==> src/rtl/pair_splitter_with_flow_control_if.sv <==
// Handshake bundle for the pair splitter: one double-width upstream port
// and two single-width downstream branches.
interface pair_splitter_with_flow_control_if #(
    parameter int width = 8
);
    logic                 in_vld;
    logic                 in_rdy;
    logic [2*width-1:0]   in_data;
    logic                 a_vld;
    logic                 a_rdy;
    logic [width-1:0]     a_data;
    logic                 b_vld;
    logic                 b_rdy;
    logic [width-1:0]     b_data;

    modport master (
        output in_vld, in_data, a_rdy, b_rdy,
        input  in_rdy, a_vld, a_data, b_vld, b_data
    );

    modport slave (
        input  in_vld, in_data, a_rdy, b_rdy,
        output in_rdy, a_vld, a_data, b_vld, b_data
    );
endinterface

==> src/rtl/pair_splitter_with_flow_control.sv <==
// Splits each upstream word into low/high halves, buffering each half in its
// own FIFO so the two branches drain independently.
module pair_splitter_with_flow_control #(
    parameter int width = 8,
    parameter int depth = 2
) (
    input logic                               clk,
    input logic                               rst,
    pair_splitter_with_flow_control_if.slave  bus
);
    localparam int ptr_w = (depth > 1) ? $clog2(depth) : 1;
    localparam int cnt_w = $clog2(depth + 1);

    typedef logic [ptr_w-1:0] ptr_t;
    typedef logic [cnt_w-1:0] cnt_t;

    logic [width-1:0] mem_a [depth];
    logic [width-1:0] mem_b [depth];

    ptr_t wr_a, rd_a, wr_b, rd_b;
    cnt_t cnt_a, cnt_b;

    logic push, pop_a, pop_b;

    // in_rdy and both vld flags depend on the counters only, so no
    // combinational path exists from any downstream ready to upstream.
    assign bus.in_rdy = (cnt_a != cnt_t'(depth)) && (cnt_b != cnt_t'(depth));
    assign bus.a_vld  = (cnt_a != '0);
    assign bus.b_vld  = (cnt_b != '0);
    assign bus.a_data = mem_a[rd_a];
    assign bus.b_data = mem_b[rd_b];

    assign push  = bus.in_vld & bus.in_rdy;
    assign pop_a = bus.a_vld & bus.a_rdy;
    assign pop_b = bus.b_vld & bus.b_rdy;

    // Storage carries no reset; stale entries are masked by the counters.
    always_ff @(posedge clk) begin
        if (!rst && push) begin
            mem_a[wr_a] <= bus.in_data[width-1:0];
            mem_b[wr_b] <= bus.in_data[2*width-1:width];
        end
    end

    always_ff @(posedge clk) begin
        if (rst) begin
            wr_a  <= '0;
            rd_a  <= '0;
            cnt_a <= '0;
            wr_b  <= '0;
            rd_b  <= '0;
            cnt_b <= '0;
        end else begin
            if (push) begin
                wr_a <= wr_a + ptr_t'(1);
                wr_b <= wr_b + ptr_t'(1);
            end
            if (pop_a) rd_a <= rd_a + ptr_t'(1);
            if (pop_b) rd_b <= rd_b + ptr_t'(1);

            case ({push, pop_a})
                2'b10:   cnt_a <= cnt_a + cnt_t'(1);
                2'b01:   cnt_a <= cnt_a - cnt_t'(1);
                default: cnt_a <= cnt_a;
            endcase

            case ({push, pop_b})
                2'b10:   cnt_b <= cnt_b + cnt_t'(1);
                2'b01:   cnt_b <= cnt_b - cnt_t'(1);
                default: cnt_b <= cnt_b;
            endcase
        end
    end
endmodule
==> src/flat_wrapper.sv <==
// flat-port wrapper written by rule: the top's interface ports become plain ports
module pair_splitter_with_flow_control_flat 
#(
    parameter int width = 8,
    parameter int depth = 2
)
  (clk, rst, bus_in_vld, bus_in_data, bus_a_rdy, bus_b_rdy, bus_in_rdy, bus_a_vld, bus_a_data, bus_b_vld, bus_b_data);
  pair_splitter_with_flow_control_if #(.width(width)) bus_i ();
  input logic clk;
  input logic rst;
  input wire logic [$bits(bus_i.in_vld)-1:0] bus_in_vld;
  input wire logic [$bits(bus_i.in_data)-1:0] bus_in_data;
  input wire logic [$bits(bus_i.a_rdy)-1:0] bus_a_rdy;
  input wire logic [$bits(bus_i.b_rdy)-1:0] bus_b_rdy;
  output wire logic [$bits(bus_i.in_rdy)-1:0] bus_in_rdy;
  output wire logic [$bits(bus_i.a_vld)-1:0] bus_a_vld;
  output wire logic [$bits(bus_i.a_data)-1:0] bus_a_data;
  output wire logic [$bits(bus_i.b_vld)-1:0] bus_b_vld;
  output wire logic [$bits(bus_i.b_data)-1:0] bus_b_data;
  assign bus_i.in_vld = bus_in_vld;
  assign bus_i.in_data = bus_in_data;
  assign bus_i.a_rdy = bus_a_rdy;
  assign bus_i.b_rdy = bus_b_rdy;
  assign bus_in_rdy = bus_i.in_rdy;
  assign bus_a_vld = bus_i.a_vld;
  assign bus_a_data = bus_i.a_data;
  assign bus_b_vld = bus_i.b_vld;
  assign bus_b_data = bus_i.b_data;
  pair_splitter_with_flow_control #(.width(width), .depth(depth)) u_core (.clk(clk), .rst(rst), .bus(bus_i));
endmodule
==> config.mk <==
export PLATFORM = sky130hd
export DESIGN_NAME = pair_splitter_with_flow_control_flat
export DESIGN_NICKNAME = d
export VERILOG_FILES = /design/src/rtl/pair_splitter_with_flow_control_if.sv /design/src/rtl/pair_splitter_with_flow_control.sv /design/src/flat_wrapper.sv
export SDC_FILE = /design/constraint.sdc
export NUM_CORES = 1
export LEC_CHECK = 0
export BUFFER_PORTS_ARGS = -buffer_cell sky130_fd_sc_hd__buf_2
export CAP_MARGIN = 40
export CORE_UTILIZATION = 46
export CTS_BUF_LIST = sky130_fd_sc_hd__clkbuf_16
export DETAILED_ROUTE_END_ITERATION = 16
export GPL_TIMING_DRIVEN = 0
export PLACE_DENSITY = 0.73
export SYNTH_ARGS = -nofsm -noshare
export SYNTH_HDL_FRONTEND = slang
export SYNTH_SLANG_ARGS = --single-unit
export TNS_END_PERCENT = 10
==> constraint.sdc <==
create_clock -name clk -period 2.2 [get_ports clk]
set_clock_uncertainty 0.15 [all_clocks]
set_input_delay 0.44 -clock clk [delete_from_list [all_inputs] [get_ports clk]]
set_output_delay 0.44 -clock clk [all_outputs]
set_load 0.03 [all_outputs]
Word level (Yosys, flattened, before mapping)
Memory sizes are Yosys's and may differ from the RTL's. A register that Yosys moved wholly into a read port is not among the register bits.
Index checks and enable logic that the tools add are counted.
Widths: inputs -> output; s select.
Storage, ports and cells
  input port bits: 21
  output and inout bits: 19
  register bits after elaboration: 8
  memories: 2
  bits in writable memories: 32
  logic and storage cells: 40
Cells by class
  muxes and demuxes: 8
  reduce and logical (&&, ||, !) cells: 7
  equal/unequal tests: 6
  add/sub/neg operators: 8
  bitwise operators: 3
Memories
  u_core.mem_a: words 2, width 8, read ports 1, clocked after memory_dff 1, write ports 1, RTL line pair_splitter_with_flow_control.sv:17  | logic [width-1:0] mem_a [depth];
  u_core.mem_b: words 2, width 8, read ports 1, clocked after memory_dff 1, write ports 1, RTL line pair_splitter_with_flow_control.sv:18  | logic [width-1:0] mem_b [depth];
Operators with widths (count)
  $pmux 2 s2: 2
  $reduce_bool 2->1: 4
  $mux 1: 6
  $add 1x1->1 const B: 4
  $add 2x1->2 const B: 2
  $eq 2x1->1 const B: 2
  $eq 2x2->1 const B: 2
  $ne 2x2->1 const B: 2
  $sub 2x1->2 const B: 2
  $and 1x1->1: 3
  $logic_and 1x1->1: 2
  $logic_not 1->1: 1

Depth between registers and ports, before layout
Gate-level depths: netlist (run 1).
  word-level depth: 6
  depth in mapped cells: 7
  depth with buffers taken out: 6

Worst setup path before layout (run 1)
No wires, ideal clock.
  kind: register to register
  start: reg u_core.cnt_b[0]
  end: mem u_core.mem_a[1][0] (enable)
  arrival time: 1.647 ns
  library setup time: 0.385 ns
  stages on the path, launching flop included: 5
  path slack: 0.018 ns
  cells stage by stage: dfxtp_1 > nor2b_1 > or3b_1 > buf_6 > nor3b_1
Between the ends
  longest elaborated chain between the ends: 6
RTL lines
  start, declared: RTL line pair_splitter_with_flow_control.sv:21  | cnt_t cnt_a, cnt_b;
  start signal, assigned: RTL line pair_splitter_with_flow_control.sv:68  | 2'b10: cnt_b <= cnt_b + cnt_t'(1);
  start signal, assigned: RTL line pair_splitter_with_flow_control.sv:69  | 2'b01: cnt_b <= cnt_b - cnt_t'(1);
  start signal, assigned: RTL line pair_splitter_with_flow_control.sv:70  | default: cnt_b <= cnt_b;
  $ne 2x2->1: RTL line pair_splitter_with_flow_control.sv:27  | assign bus.in_rdy = (cnt_a != cnt_t'(depth)) && (cnt_b != cnt_t'(depth));
  $logic_and 1x1->1: RTL line pair_splitter_with_flow_control.sv:27
  $and 1x1->1: RTL line pair_splitter_with_flow_control.sv:33  | assign push = bus.in_vld & bus.in_rdy;
  $logic_and 1x1->1: RTL line pair_splitter_with_flow_control.sv:39  | if (!rst && push) begin
  $mux 1: RTL line pair_splitter_with_flow_control.sv:39
  $mux 1 (implied by the code): RTL line pair_splitter_with_flow_control.sv:40  | mem_a[wr_a] <= bus.in_data[width-1:0];
  end, declared: RTL line pair_splitter_with_flow_control.sv:17
No other way between the ends.

==> flow_summary.json, run 1 <==
{
  "status": "completed",
  "avgSynthCellArea_um2": 16.2,
  "grt_max_degree": 13,
  "arrival_ns": 1.51,
  "dieWidth_um": 61.4,
  "num_rows": 21,
  "antenna_found_initial": 0,
  "synth_area_leaders": "edfxtp_1 59%, dfxtp_1 12%, mux2_2 11%, xnor2_1 2.2%, nor2_1 2.1%",
  "holdBufCountCts": 0,
  "gp_congestion": 0.646,
  "first_pass_iters": 4,
  "clk_latency_ns": 0.28,
  "numCtsBuffers": 5,
  "numPortBuffers": 39,
  "cts_tree": "built",
  "worst_slew_pin_slew_ns": 0.532,
  "die_area_mm2": 0.00377,
  "avgRoutedWirePerCell_um": 13.7,
  "htree_levels": 2,
  "yosys_register_bits": 42,
  "path_class": "flop to primary output",
  "cp_data_required_time_ns": 1.61,
  "slew_headroom_pct": 64.5,
  "yosysTopAreaCell": "edfxtp_1",
  "synth.net_count": 123,
  "cellPowerDensity_mw_per_mm2": 1300,
  "layout_min_cycle_time_ns": 2.10,
  "fillers": 299,
  "cp_slowest_stage_delay_ns": 0.40,
  "yosysUniqueCellTypes": 19,
  "rsz0062_at_grt": "yes",
  "route.vias.total": 936,
  "initial_utilization_pct": 48.3,
  "critPathMaxFanout": 8,
  "grt_pass1_vias": 910,
  "finalSetupViolCount": 0,
  "overflow": 0,
  "netlist_area_mm2": 0.00162,
  "maxSlewViolCount": 0,
  "nets": 173,
  "final_util_pct": 61.0,
  "track_usage_pct": 16.2,
  "yosys.area.top_type_share_pct": 59.2,
  "routed_wl_mm": 2.70,
  "path_cells": "clkbuf_1, mux2_2, buf_2",
  "root_buffer": "clkbuf_16",
  "grt_pass1_wl_mm": 4.03,
  "max_freq_mhz": 477,
  "crit_path_start_kind": "flop",
  "postCtsSetupRepairBufs": 0,
  "ir_drop_mv": 0.849,
  "coreArea_mm2": 0.00336,
  "cts.repair.resized": 3,
  "area_growth_pct": 26.3,
  "min_path_type": "input port to flop",
  "cts_buffer_depth": 2,
  "place_hpwl_mm": 1.90,
  "post_route_cells_drive_above_1_share_pct": 49.7,
  "clk_pin_slew_worst_paths_ns": 0.06,
  "multi_input_area_um2": 455,
  "seqCellArea_mm2": 0.00116,
  "clock-sinks": 42,
  "diodes": 0,
  "ys_seq_area_share_pct": 71.5,
  "io_pins": 40,
  "cp_slowest_cell": "mux2_2",
  "end_kind": "primary output",
  "fin_crit_sh_pct": 95.3,
  "routed_via_density": 4.75,
  "hold_slack_ns": 0.198,
  "ant_nets": 0,
  "p_leak_nw": 0.800,
  "drt-initial-drc-count": 14,
  "r2r_setup_slack_ns": 0.12,
  "syn_inst": 100,
  "drc": 0,
  "drv_cap": 0,
  "finalHoldViolCount": 0,
  "die_height_um": 61.4,
  "yosysWarnings": 0
}
## worst max-delay path, delay by kind of cell (launching register included)
kind | cells | cell delay (ns)
flip-flops | 1 | 0.30
multiplexers | 1 | 0.40
buffers and inverters | 2 | 0.53
## routing by layer
metal,part of all wire [%],track usage [%],up-vias
met5,0,0,-
met4,2.3,10.8,0
met3,3.4,5.04,8
met2,52,26.4,20
met1,42,18.3,444
li1,-,-,464
## layout make-up
| cell class | count | share of cell area (%) |
|---|---|---|
| Buffer | 4 | 1.10 |
| Timing Repair Buffer | 43 | 10.5 |
| Clock buffer | 5 | 6.10 |
| Tap cell | 46 | 2.80 |
| Sequential cell | 42 | 56.7 |
| Clock inverter | 3 | 0.610 |
| Multi-Input combinational cell | 54 | 22.2 |
## worst paths after layout
check	from	to	cells past startpoint
worst max-delay path	flop	bus_b_data[2]	3
worst min-delay path	bus_in_data[10]	u_core.mem_b[0][2]	1
worst max register to register	u_core.cnt_b[1]	u_core.cnt_b[1]	6
worst min register to register	u_core.cnt_a[1]	u_core.cnt_a[1]	2
## flip-flops by register name, indices dropped and copies added (netlist names), named ones only
| name | count |
|---|---|
| u_core.cnt_a | 2 |
| u_core.cnt_b | 2 |
| u_core.mem_a | 16 |
| u_core.mem_b | 16 |
| u_core.rd_a | 1 |
| u_core.rd_b | 1 |
| u_core.wr_a | 1 |
| u_core.wr_b | 1 |
## cells in the mapped netlist (all sizes together)
library cell / number
a21oi: 2
buf: 1
clkbuf: 3
dfxtp: 10
edfxtp: 32
ha: 2
mux2: 18
nor2: 9
nor2b: 4
nor3: 2
nor3b: 2
o21a: 2
o21ai: 2
or2: 2
or3: 2
or3b: 1
xnor2: 4
xor2: 2
## kinds of logic (layout without fill, tap and decap cells)
kind of cell / Yosys count / after routing / synth area share (%)
buffers and inverters: 4 / 55 / 1.39
AO/OA/AOI/OAI: 6 / 6 / 2.16
multiplexers: 18 / 18 / 12.9
adder cells (fa/ha/maj): 2 / 2 / 1.54
flip-flops: 42 / 42 / 71.5
XOR/XNOR: 6 / 6 / 3.24
AND/OR/NAND/NOR: 22 / 22 / 7.24
## report_power, final
group / internal [mW] / switching, mW
sequential: 1.01 / 0.0734
clock: 0.409 / 0.268
combinational: 0.368 / 0.538
total: 1.78 / 0.879
## placed cells by master (no fill, tap or decap), types with 2 or more instances in the layout
master / instances
a21oi_1: 2
buf_2: 43
clkbuf_1: 3
clkbuf_16: 5
dfxtp_1: 8
dfxtp_2: 2
edfxtp_1: 32
ha_1: 2
mux2_2: 16
mux2_4: 2
nor2_1: 9
nor2b_1: 4
nor3b_2: 2
o21a_1: 2
o21ai_0: 2
or2_2: 2
or3_1: 2
xnor2_1: 4
xor2_1: 2
## per-stage QoR
step                      power, mW  cell area, um2  TNS (ns)  instances  setup WS, ns
final                          2.66            2050         0        197         0.104
after detailed placement       1.99            1900    -0.266        189       -0.0527
after CTS                      2.68            2050         0        197        0.0522
after global placement         1.94            1880     -7.41        185        -0.284
after global routing           2.81            2050  -0.00144        197      -0.00144
after floorplan                1.77            1620         0        100        0.0178
No activity file was read; power rests on OpenSTA's default activity.
==> inputs of run 2 (changes only) <==
--- a/config.mk
+++ b/config.mk
@@ -7,11 +7,11 @@
 export LEC_CHECK = 0
 export BUFFER_PORTS_ARGS = -buffer_cell sky130_fd_sc_hd__buf_2
 export CAP_MARGIN = 40
-export CORE_UTILIZATION = 46
-export CTS_BUF_LIST = sky130_fd_sc_hd__clkbuf_16
+export CORE_UTILIZATION = 49
+export CTS_BUF_LIST = sky130_fd_sc_hd__clkbuf_8
 export DETAILED_ROUTE_END_ITERATION = 16
 export GPL_TIMING_DRIVEN = 0
-export PLACE_DENSITY = 0.73
+export PLACE_DENSITY = 0.77
 export SYNTH_ARGS = -nofsm -noshare
 export SYNTH_HDL_FRONTEND = slang
 export SYNTH_SLANG_ARGS = --single-unit
==> flow_summary.json, run 2 (synthesized netlist as in run 1, its figures left out) <==
{
  "gp_congestion": 0.665,
  "crit_path_start_kind": "flop",
  "fin_crit_sh_pct": 96.1,
  "status": "completed",
  "drv_cap": 0,
  "grt_pass1_wl_mm": 3.73,
  "cts_tree": "built",
  "holdBufCountCts": 0,
  "layout_common_cells": "43 x buf_2, 32 x edfxtp_1, 16 x mux2_2, 10 x dfxtp_1, 9 x nor2_1",
  "numCtsBuffers": 5,
  "track_usage_pct": 15.2,
  "route.vias.total": 946,
  "post-place-cells": 187,
  "clk_latency_ns": 0.29,
  "layout_min_cycle_time_ns": 2.11,
  "routed_wl_mm": 2.45,
  "layout_setup_ws_ns": 0.0861,
  "htree_levels": 2,
  "cellPowerDensity_mw_per_mm2": 1260,
  "critPathMaxFanout": 8,
  "drc": 0,
  "critPathBufInv": 2,
  "nets": 173,
  "die_area_mm2": 0.00355,
  "num_rows": 20,
  "layout_commonest_cell": "buf_2",
  "power_mw": 2.55,
  "finalSetupViolCount": 0,
  "dieWidth_um": 59.6,
  "ir_drop_mv": 0.630,
  "placed_area_mm2": 0.00189,
  "min_path_type": "input port to flop",
  "rsz0062_at_grt": "no",
  "reg2regPathDepth": 5,
  "finalHoldViolCount": 0,
  "io_pins": 40,
  "coreArea_mm2": 0.00310,
  "initial_utilization_pct": 52.3,
  "path_cells": "clkbuf_1, mux2_2, buf_2",
  "dp_worst_setup_slack_ns": 0.0571,
  "path_class": "flop to primary output",
  "p_leak_nw": 0.783,
  "first_pass_iters": 2,
  "ant_nets": 0,
  "routed_via_density": 4.85,
  "place_hpwl_mm": 1.76,
  "end_kind": "primary output",
  "diodes": 0,
  "die_height_um": 59.6,
  "root_buffer": "clkbuf_8",
  "max_freq_mhz": 473,
  "cp.depth": 3,
  "cp_slowest_cell": "mux2_2",
  "drt-initial-drc-count": 19,
  "fillers": 252,
  "worst_slew_pin_slew_ns": 0.457,
  "area_growth_pct": 24.3,
  "cp_slowest_stage_delay_ns": 0.39,
  "slew_headroom_pct": 69.5,
  "stdcell_count": 195,
  "antenna_found_initial": 0,
  "avgRoutedWirePerCell_um": 12.5,
  "clock-sinks": 42,
  "maxSlewViolCount": 0,
  "clk_pin_slew_worst_paths_ns": 0.07,
  "cts_buffer_depth": 2,
  "numPortBuffers": 39,
  "grt_max_degree": 14,
  "fin_area_mm2": 0.00202,
  "overflow": 0,
  "cp_top_family": "buffers and inverters",
  "cp_data_required_time_ns": 1.61,
  "whs_path_depth": 1,
  "biggestRegsByFlops": "u_core.mem_a: 16 flops, u_core.mem_b: 16 flops",
  "arrival_ns": 1.52,
  "post_route_cells_drive_above_1_share_pct": 49.0,
  "grt_pass1_vias": 917
}
## run 2: changes by cell type in the layout (fill, tap and decap cells not counted), sizes merged
cell,previous run,this run
bufinv,0,1
clkinvlp,0,1
clkinv,2,0
## run 2: what timing repair did
action | in CTS | in global routing
setup buffers | 0 | 0
resized for setup | 0 | 3
setup endpoints to repair | 0 | 18
## run 2: per-layer routing
layer / global-route usage (%) / vias up / wire [um]
met5: 0 / - / 0
met4: 8.97 / 0 / 47
met3: 6.77 / 5 / 141
met2: 26.5 / 21 / 1340
met1: 14.7 / 456 / 918
li1: - / 464 / -
## run 2: area by class of cell
cell class / instances / area, um2 / share of cell area [%]
buffer: 4 / 22.5 / 1.12
clock buffer: 5 / 68.8 / 3.41
clock inverter: 3 / 41.3 / 2.04
multi-input combinational: 54 / 455 / 22.6
sequential: 42 / 1160 / 57.5
tap: 44 / 55.1 / 2.73
timing repair buffer: 43 / 215 / 10.7
## run 2: per-stage QoR
step	hold WS (ns)	TNS, ns	util (%)
3_5_place_dp	0.351	0	61.0
3_3_place_gp	0.337	-7.35	60.4
6_report	0.184	0	65.1
5_1_grt	0.169	0	65.1
4_1_cts	0.178	0	64.6
2_1_floorplan	0.325	0	-
## run 2: path summary, 6_finish.rpt
check / slack (ns) / endpoint / from
setup / recovery: 0.09 / bus_a_data[5] / flop
hold / removal: 0.18 / u_core.mem_b[0][2] / bus_in_data[10]
setup reg to reg: 0.14 / u_core.mem_b[0][7] / u_core.cnt_b[0]
hold reg to reg: 0.37 / u_core.cnt_b[1] / u_core.cnt_b[1]
## run 2: power breakdown
part	switching [mW]	internal [mW]	total [mW]
combinational	0.530	0.368	0.898
sequential	0.0707	1.00	1.07
clock	0.249	0.334	0.582
==> inputs of run 3 (changes only) <==
--- a/config.mk
+++ b/config.mk
@@ -12,6 +12,7 @@
 export DETAILED_ROUTE_END_ITERATION = 16
 export GPL_TIMING_DRIVEN = 0
 export PLACE_DENSITY = 0.77
+export RECOVER_POWER = 100
 export SYNTH_ARGS = -nofsm -noshare
 export SYNTH_HDL_FRONTEND = slang
 export SYNTH_SLANG_ARGS = --single-unit
==> flow_summary.json, run 3 (synthesized netlist as in run 1, its figures left out) <==
{
  "status": "completed",
  "power_mw": 2.54,
  "max_freq_mhz": 475,
  "routed_wl_mm": 2.43,
  "finalHoldViolCount": 0,
  "post_route_cells_drive_above_1_share_pct": 44.4,
  "topRoutingLayerUsed": "met4",
  "cellPowerDensity_mw_per_mm2": 1260,
  "hold_slack_ns": 0.184,
  "overflow": 0,
  "end_kind": "primary output",
  "clk_pin_slew_worst_paths_ns": 0.07,
  "layout_min_cycle_time_ns": 2.11,
  "grt_max_degree": 14,
  "layout_commonest_cell": "edfxtp_1",
  "grt_pass1_wl_mm": 3.73,
  "arrival_ns": 1.52,
  "ant_nets": 0,
  "cp_slowest_stage_delay_ns": 0.39,
  "cts_buffer_depth": 2,
  "p_leak_nw": 0.763,
  "area_growth_pct": 23.7,
  "gp_congestion": 0.665,
  "met1_length_um": 907,
  "maxSlewViolCount": 0,
  "path_class": "flop to primary output",
  "drt-initial-drc-count": 14,
  "diodes": 0,
  "wl_met3_um": 138,
  "rsz0062_at_grt": "no",
  "root_buffer": "clkbuf_8",
  "clock-sinks": 42,
  "clk_latency_ns": 0.29,
  "layout_common_cells": "32 x edfxtp_1, 21 x buf_2, 16 x mux2_2, 16 x clkbuf_2, 10 x dfxtp_1",
  "path_cells": "clkbuf_1, mux2_2, buf_2",
  "placed_area_mm2": 0.00189,
  "numPortBuffers": 39,
  "fin_setup_tns_ns": 0,
  "postCtsSetupRepairBufs": 0,
  "grt_pass1_vias": 917,
  "numCtsBuffers": 5,
  "track_usage_pct": 15.2,
  "htree_levels": 2,
  "fillers": 257,
  "crit_path_start_kind": "flop",
  "dieWidth_um": 59.6,
  "routed_via_density": 4.83,
  "critPathMaxFanout": 8,
  "avgRoutedWirePerCell_um": 12.5,
  "fin_crit_sh_pct": 95.7,
  "worst_slew_pin_slew_ns": 0.455,
  "antenna_found_initial": 0,
  "cp_data_required_time_ns": 1.61,
  "ir_drop_mv": 0.622,
  "coreArea_mm2": 0.00310,
  "die_area_mm2": 0.00355,
  "finalSetupViolCount": 0,
  "cts_tree": "built",
  "final_util_pct": 64.7,
  "num_rows": 20,
  "biggestRegsByFlops": "u_core.mem_a: 16 flops, u_core.mem_b: 16 flops",
  "initial_utilization_pct": 52.3,
  "fin_area_mm2": 0.00201,
  "cp_slowest_cell": "mux2_2",
  "nets": 173,
  "slew_headroom_pct": 69.7,
  "drc": 0,
  "min_path_type": "input port to flop",
  "wl_met2_mm": 1.34,
  "die_height_um": 59.6,
  "io_pins": 40,
  "first_pass_iters": 2,
  "drv_cap": 0,
  "place_hpwl_mm": 1.76,
  "route.vias.total": 942
}
## run 3: cell types whose count changed in the layout (fill, tap and decap cells not counted)
cell      previous run  this run
buf_2               43        21
clkbuf_2             0        16
clkbuf_1             3         9
mux2_1               0         1
mux2_4               2         1
## run 3: routing by layer
layer / up-vias / global-route usage (%)
met3: 5 / 6.77
met1: 452 / 14.7
li1: 464 / -
met5: - / 0
met2: 21 / 26.5
met4: 0 / 8.97
## run 3: layout make-up
cell class / count / area [um2] / area share [%]
Timing Repair Buffer: 43 / 208 / 10.3
Clock inverter: 3 / 41.3 / 2.06
Multi-Input combinational cell: 54 / 452 / 22.5
Buffer: 4 / 22.5 / 1.12
Sequential cell: 42 / 1160 / 57.8
Clock buffer: 5 / 68.8 / 3.43
Tap cell: 44 / 55.1 / 2.74
## run 3: stage by stage
step / setup WS (ns) / cells
final: 0.0936 / 195
after global routing: 0.00249 / 195
after CTS: 0.0560 / 195
after detailed placement: 0.0571 / 187
after global placement: -0.279 / 183
after floorplan: 0.0178 / 100
## run 3: worst max-delay path, delay by kind of cell (launching register included)
kind                   cells  cell delay (ns)
buffers and inverters      2             0.53
DFF                        1             0.31
muxes                      1             0.39
## run 3: power breakdown
part	internal, mW	total, mW	leakage [nW]	switching (mW)
clock	0.334	0.583	0.0556	0.249
combinational	0.350	0.881	0.332	0.531
sequential	1.00	1.07	0.375	0.0706
## run 3: repair_timing
action,4_1_cts,5_1_grt
endpoints found under the setup margin,0,18
gates resized for setup,0,3
hold buffers,0,0
## run 3: path summary, 6_finish.rpt
path,from,endpoint,slack (ns),cells after the start
worst max register to register,u_core.cnt_b[0],u_core.mem_b[0][7],0.12,5
worst min register to register,u_core.cnt_b[1],u_core.cnt_b[1],0.37,2
worst min-delay path,bus_in_data[10],u_core.mem_b[0][2],0.18,1
worst max-delay path,flop,bus_a_data[5],0.09,3
